==> config.mk <==
export PLATFORM = sky130hd
export DESIGN_NAME = button_debouncer
export DESIGN_NICKNAME = d
export VERILOG_FILES = /design/src/rtl/button_debouncer_pkg.sv /design/src/rtl/button_debouncer_debounce_cell.sv /design/src/rtl/button_debouncer.sv
export SDC_FILE = /design/constraint.sdc
export NUM_CORES = 1
export LEC_CHECK = 0
export CORE_MARGIN = 2
export CORE_UTILIZATION = 35
export CTS_BUF_LIST = sky130_fd_sc_hd__clkbuf_2
export DETAILED_ROUTE_END_ITERATION = 10
export GPL_TIMING_DRIVEN = 0
export PLACE_DENSITY = 0.57
export SYNTH_ARGS = -nofsm -noshare
export SYNTH_HDL_FRONTEND = slang
export SYNTH_SLANG_ARGS = --single-unit
==> constraint.sdc <==
create_clock -name clk -period 5 [get_ports clk]
set_input_delay 1 -clock clk [delete_from_list [all_inputs] [get_ports clk]]
set_output_delay 1 -clock clk [all_outputs]
set_load 0.01 [all_outputs]
==> src/rtl/button_debouncer_pkg.sv <==
// Shared types and width helpers for the multi-channel button debouncer.
// Imported by the channel cell and the top level.
package button_debouncer_pkg;

  typedef enum logic {
    ST_STABLE   = 1'b0,
    ST_SETTLING = 1'b1
  } ch_state_e;

  // Width of a counter that must be able to hold the value stable_ticks.
  function automatic int cnt_width(input int stable_ticks);
    return $clog2(stable_ticks + 1);
  endfunction

  // Width of the prescaler; at least one bit even when it never leaves 0.
  function automatic int presc_width(input int tick_div);
    return (tick_div > 1) ? $clog2(tick_div) : 1;
  endfunction

endpackage

==> src/rtl/button_debouncer_debounce_cell.sv <==
// One debounce channel: input synchronizer, STABLE/SETTLING state machine,
// settle tick counter and registered rise/fall strobes.
module debounce_cell
  import button_debouncer_pkg::*;
#(
  parameter int   SYNC_STAGES  = 2,
  parameter int   STABLE_TICKS = 20,
  parameter logic RESET_LEVEL  = 1'b1
) (
  input  logic clk,
  input  logic rst,
  input  logic raw_in,
  input  logic tick,
  output logic level_out,
  output logic rise_pulse,
  output logic fall_pulse
);

  localparam int                CNT_W    = cnt_width(STABLE_TICKS);
  localparam logic [CNT_W-1:0]  CNT_LAST = CNT_W'(STABLE_TICKS - 1);

  logic [SYNC_STAGES-1:0] sync_q;
  logic                   sync_bit;
  ch_state_e              state_q, state_d;
  logic [CNT_W-1:0]       cnt_q, cnt_d;
  logic                   level_q, level_d;
  logic                   rise_q, rise_d;
  logic                   fall_q, fall_d;

  assign sync_bit = sync_q[SYNC_STAGES-1];

  // NOTE: sequential state uses non-blocking assignments only, so every flop
  // samples the pre-edge values and the synchronizer shifts one stage per clock.
  always_ff @(posedge clk) begin
    if (rst) begin
      sync_q  <= {SYNC_STAGES{RESET_LEVEL}};
      state_q <= ST_STABLE;
      cnt_q   <= '0;
      level_q <= RESET_LEVEL;
      rise_q  <= 1'b0;
      fall_q  <= 1'b0;
    end else begin
      sync_q  <= {sync_q[SYNC_STAGES-2:0], raw_in};
      state_q <= state_d;
      cnt_q   <= cnt_d;
      level_q <= level_d;
      rise_q  <= rise_d;
      fall_q  <= fall_d;
    end
  end

  // NOTE: every output of this block gets a default first, so no path can
  // leave a variable unassigned and infer a latch.
  always_comb begin
    state_d = state_q;
    cnt_d   = cnt_q;
    level_d = level_q;
    rise_d  = 1'b0;
    fall_d  = 1'b0;
    unique case (state_q)
      ST_STABLE: begin
        if (sync_bit != level_q) begin
          state_d = ST_SETTLING;
          cnt_d   = '0;
        end
      end
      ST_SETTLING: begin
        // A bounce back to the accepted level wins over a coincident tick.
        if (sync_bit == level_q) begin
          state_d = ST_STABLE;
          cnt_d   = '0;
        end else if (tick) begin
          if (cnt_q == CNT_LAST) begin
            level_d = ~level_q;
            rise_d  = ~level_q;
            fall_d  = level_q;
            cnt_d   = '0;
            state_d = ST_STABLE;
          end else begin
            cnt_d = cnt_q + CNT_W'(1);
          end
        end
      end
      default: begin
        state_d = ST_STABLE;
        cnt_d   = '0;
      end
    endcase
  end

  assign level_out  = level_q;
  assign rise_pulse = rise_q;
  assign fall_pulse = fall_q;

endmodule

==> src/rtl/button_debouncer.sv <==
// Multi-channel button debouncer: one shared sample-tick prescaler feeding
// NUM_CH independent debounce cells.
module button_debouncer
  import button_debouncer_pkg::*;
#(
  parameter int                NUM_CH       = 4,
  parameter int                SYNC_STAGES  = 2,
  parameter int                TICK_DIV     = 50000,
  parameter int                STABLE_TICKS = 20,
  parameter logic [NUM_CH-1:0] RESET_LEVEL  = '1
) (
  input  logic              clk,
  input  logic              rst,
  input  logic [NUM_CH-1:0] raw_in,
  output logic [NUM_CH-1:0] level_out,
  output logic [NUM_CH-1:0] rise_pulse,
  output logic [NUM_CH-1:0] fall_pulse
);

  if (SYNC_STAGES < 2) begin : g_bad_sync_stages
    $error("button_debouncer: SYNC_STAGES must be >= 2");
  end
  if (TICK_DIV < 1) begin : g_bad_tick_div
    $error("button_debouncer: TICK_DIV must be >= 1");
  end
  if (STABLE_TICKS < 1) begin : g_bad_stable_ticks
    $error("button_debouncer: STABLE_TICKS must be >= 1");
  end

  localparam int                  PRESC_W    = presc_width(TICK_DIV);
  localparam logic [PRESC_W-1:0]  PRESC_LAST = PRESC_W'(TICK_DIV - 1);

  logic [PRESC_W-1:0] presc_q, presc_d;
  logic               tick;

  // With TICK_DIV=1 the count is pinned at 0 and tick is high every cycle.
  assign tick = (presc_q == PRESC_LAST);

  always_comb begin
    presc_d = tick ? '0 : presc_q + PRESC_W'(1);
  end

  always_ff @(posedge clk) begin
    if (rst) begin
      presc_q <= '0;
    end else begin
      presc_q <= presc_d;
    end
  end

  for (genvar i = 0; i < NUM_CH; i++) begin : g_ch
    debounce_cell #(
      .SYNC_STAGES  (SYNC_STAGES),
      .STABLE_TICKS (STABLE_TICKS),
      .RESET_LEVEL  (RESET_LEVEL[i])
    ) u_cell (
      .clk        (clk),
      .rst        (rst),
      .raw_in     (raw_in[i]),
      .tick       (tick),
      .level_out  (level_out[i]),
      .rise_pulse (rise_pulse[i]),
      .fall_pulse (fall_pulse[i])
    );
  end

endmodule

==> metrics.md <==
| Metric | Value |
|---|---|
| Multi-input logic area | `0.001431 mm²` |
| Post-synth top cells | `dfxtp_1 (60), nand2_1 (24), nand3_1 (24), nor2_1 (24), xnor2_1 (13)` |
| Via count | `2,365` |
| Nature of the critical path startpoint | `register` |
| Fmax | `378.2 MHz` |
| Fin Hold WS | `0.4277 ns` |
| Async SR Flop Fraction | `0` |
| Area Overhead vs Synth | `14.55%` |
| Min-Delay Path Class | `reg -> reg` |
| Clk Latency, worst-skew pair | `0.50 ns` |
| CTS Hold Bufs | `0` |
| Yosys cell types | `47` |
| CTS Sinks | `60` |
| Post-Syn Area | `0.002820 mm²` |
| Routed wire length | `6.245 mm` |
| Net count, final | `356` |
| Clock Path Buffers | `2` |
| Initial drt markers | `136` |
| Pre-CTS setup slack | `2.213 ns` |
| Storage cell area | `0.001201 mm²` |
| Required @ worst endpoint | `4.00 ns` |
| Die area | `0.008792 mm²` |
| Status | `complete, no violations` |
| DP HPWL | `4.198 mm` |
| Clock Skew | `0.01315 ns` |
| Synth area leaders | `dfxtp_1 (43%), nand3_1 (4.3%), xnor2_1 (4.0%)` |
| Period Utilization, post-route | `0.5288` |
| GP Congestion | `0.7930` |
| CTS resizes | `0` |
| H-tree levels | `3` |
| Critical path type | `reg -> out` |
| CTS buffer count | `9` |
| TritonRoute pass-1 iters | `4` |
| I/O Pins | `18` |
| Vias in the first global route | `2,300` |
| Slowest-stage cell, CP | `clkdlybuf4s50_1` |
| Setup TNS | `0 ns` |
| Yosys reg bits | `60` |
| Reg clk slew, reported paths | `0.18 ns` |
| Peak supply drop | `0.1097 mV` |
| Data arrival, critical path | `1.64 ns` |
| Slew Viols, Final | `0` |
| CP Cell Sequence | `buf_4 -> clkdlybuf4s50_1` |
| Cell Rows | `32` |
| Synth Instances | `317` |
| Share of layout cells above drive strength 1 | `0.1314` |
| Initial antenna violation count | `0` |
| Leading area contributor after synthesis | `dfxtp_1` |
| Avg Cell Area, Syn | `8.897 µm²` |
| WL per Instance | `13.82 µm` |
| DRC errors left | `0` |
| Maxcap violations | `0` |
| Largest net degree at the start of global routing | `12` |
| Vias per cell | `5.232` |
| R2R Path End | `g_ch[0].u_cell.cnt_q[4]` |
| Top-count cell post-synth | `dfxtp_1` |
| First-pass GRT wire length | `10.70 mm` |
| Crit end category | `output port` |
| CTS root buffer | `clkbuf_2` |
| Setup-failing EPs final | `0` |
| CP startpoint | `g_ch[1].u_cell.level_out` |
| Worst setup path end | `level_out[1]` |
| Die Span Y | `93.77 µm` |
| Number of diodes | `0` |
| FILL cells | `825` |
| GRT Total Usage | `0.1561` |
| Overflow after GRT | `0` |
| Leakage power | `1.132 nW` |
| Yosys warnings | `0` |
| Chip width | `93.77 µm` |
| Final worst slack | `2.356 ns` |
| Post-Route Utilization | `0.4159` |
| Total power | `0.8302 mW` |
| Crit-path max cell delay | `0.52 ns` |
| Endpoints failing hold | `0` |
| CTS tree | `done` |
| RSZ-0062 raised after global routing | `false` |
| Power per cell area | `257.0 mW/mm²` |
| Core area | `0.007767 mm²` |
| Period minus WS final | `2.644 ns` |
| Dominant synthesized flop cell | `dfxtp_1` |
| Max-slew headroom | `0.5907` |
| R2r worst-path depth | `6` |
| CP max FO | `6` |
| Postcts setup bufs | `0` |
| Mapped Nets | `328` |
| R2R Path Start | `presc_q[0]` |
| Worst Tran Pin Value | `0.6140 ns` |
| Remaining antenna violation count | `0` |
| Sequential area share after synthesis | `0.4259` |
| Flop2flop setup slack | `3.12 ns` |
| Share of the synthesized area in the top cell type | `0.4259` |
| Post-synth EDFFs | `0` |
| Starting density of the core | `0.3631` |
| I/O Buffers | `17` |
[worst max-delay path: cells and delay by family (launching register included)]
family                 cells  cell delay [ns]
buffers and inverters      2             0.67
flip-flops                 1             0.48
[how the worst min path moves through the flow]
stage / startpoint / endpoint / slack (ns) / depth (start not counted)
final: g_ch[1].u_cell.sync_q[0] / g_ch[1].u_cell.sync_q[1] / 0.43 / 1
after global routing: g_ch[1].u_cell.sync_q[0] / g_ch[1].u_cell.sync_q[1] / 0.44 / 1
after global placement: g_ch[2].u_cell.sync_q[0] / g_ch[2].u_cell.sync_q[1] / 0.39 / 1
after CTS: g_ch[0].u_cell.sync_q[0] / g_ch[0].u_cell.sync_q[1] / 0.43 / 1
after detailed placement: g_ch[0].u_cell.sync_q[0] / g_ch[0].u_cell.sync_q[1] / 0.39 / 1
after floorplan: g_ch[0].u_cell.sync_q[0] / g_ch[0].u_cell.sync_q[1] / 0.39 / 1
[placed cells by master, fill, tap and decap left out, drive strengths merged, types with 3 or more instances in the layout]
master	Yosys	final
nand3	25	25
o21ai	12	12
and2	4	4
o211ai	4	4
or2	11	11
ha	5	5
clkinvlp	0	3
nor4bb	4	4
nor3	4	4
a31oi	6	6
clkinv	1	4
dfxtp	60	60
o31ai	4	4
clkbuf	10	19
nor4	6	6
nand4	5	5
buf	15	15
xnor2	13	13
nor3b	5	5
nor2	24	24
xor2	8	8
nand2	25	25
o32ai	4	4
and3	6	6
clkdlybuf4s50	0	17
or4	4	4
nor4b	5	5
o311ai	5	5
a21oi	12	12
inv	11	11
[state kept, by name (all words and copies together) (netlist names)]
register,count
g_ch.u_cell.level_out,4
g_ch.u_cell.rise_pulse,4
g_ch.u_cell.sync_q,8
g_ch.u_cell.state_q,4
g_ch.u_cell.cnt_q,20
g_ch.u_cell.fall_pulse,4
presc_q,16
[routing by layer]
metal | GRT usage | wire (µm) | vias up
met5 | 0 | 0 | -
met4 | 0.07609 | 107 | 0
met3 | 0.03050 | 129 | 10
met2 | 0.2482 | 2805 | 37
met1 | 0.2020 | 3202 | 1125
li1 | - | - | 1193
[logic make-up (layout without fill, tap and decap cells)]
family	count (synthesis)	count (layout)	share of synthesized area
buffers and inverters	37	70	0.06655
AOI/OAI and AO/OA	56	56	0.1318
adders and majority gates	5	5	0.02218
and+or+nand+nor	137	137	0.2804
DFF	60	60	0.4259
xor gates and xnor gates	22	22	0.07320
[power by group]
group          switching, mW  internal (mW)  total (mW)
registers            0.00454          0.485       0.489
logic                 0.0191         0.0126      0.0317
clock network          0.197          0.112       0.309
total                  0.221          0.609       0.830
[metrics by stage]
step / cells / cell area [µm²]
floorplan: 317 / 2820
global placement: 436 / 3118
detailed placement: 436 / 3118
CTS: 452 / 3231
global route: 452 / 3231
finish: 452 / 3231
[cell type report]
type / count / share of cell area
Tap cell: 102 / 0.03950
Clock inverter: 7 / 0.02091
Buffer: 25 / 0.04415
Multi-Input combinational cell: 220 / 0.4431
Sequential cell: 60 / 0.3718
Timing Repair Buffer: 17 / 0.05267
Clock buffer: 9 / 0.01394
Inverter: 12 / 0.01394
Note: power is estimated with default switching activity, not from simulation.
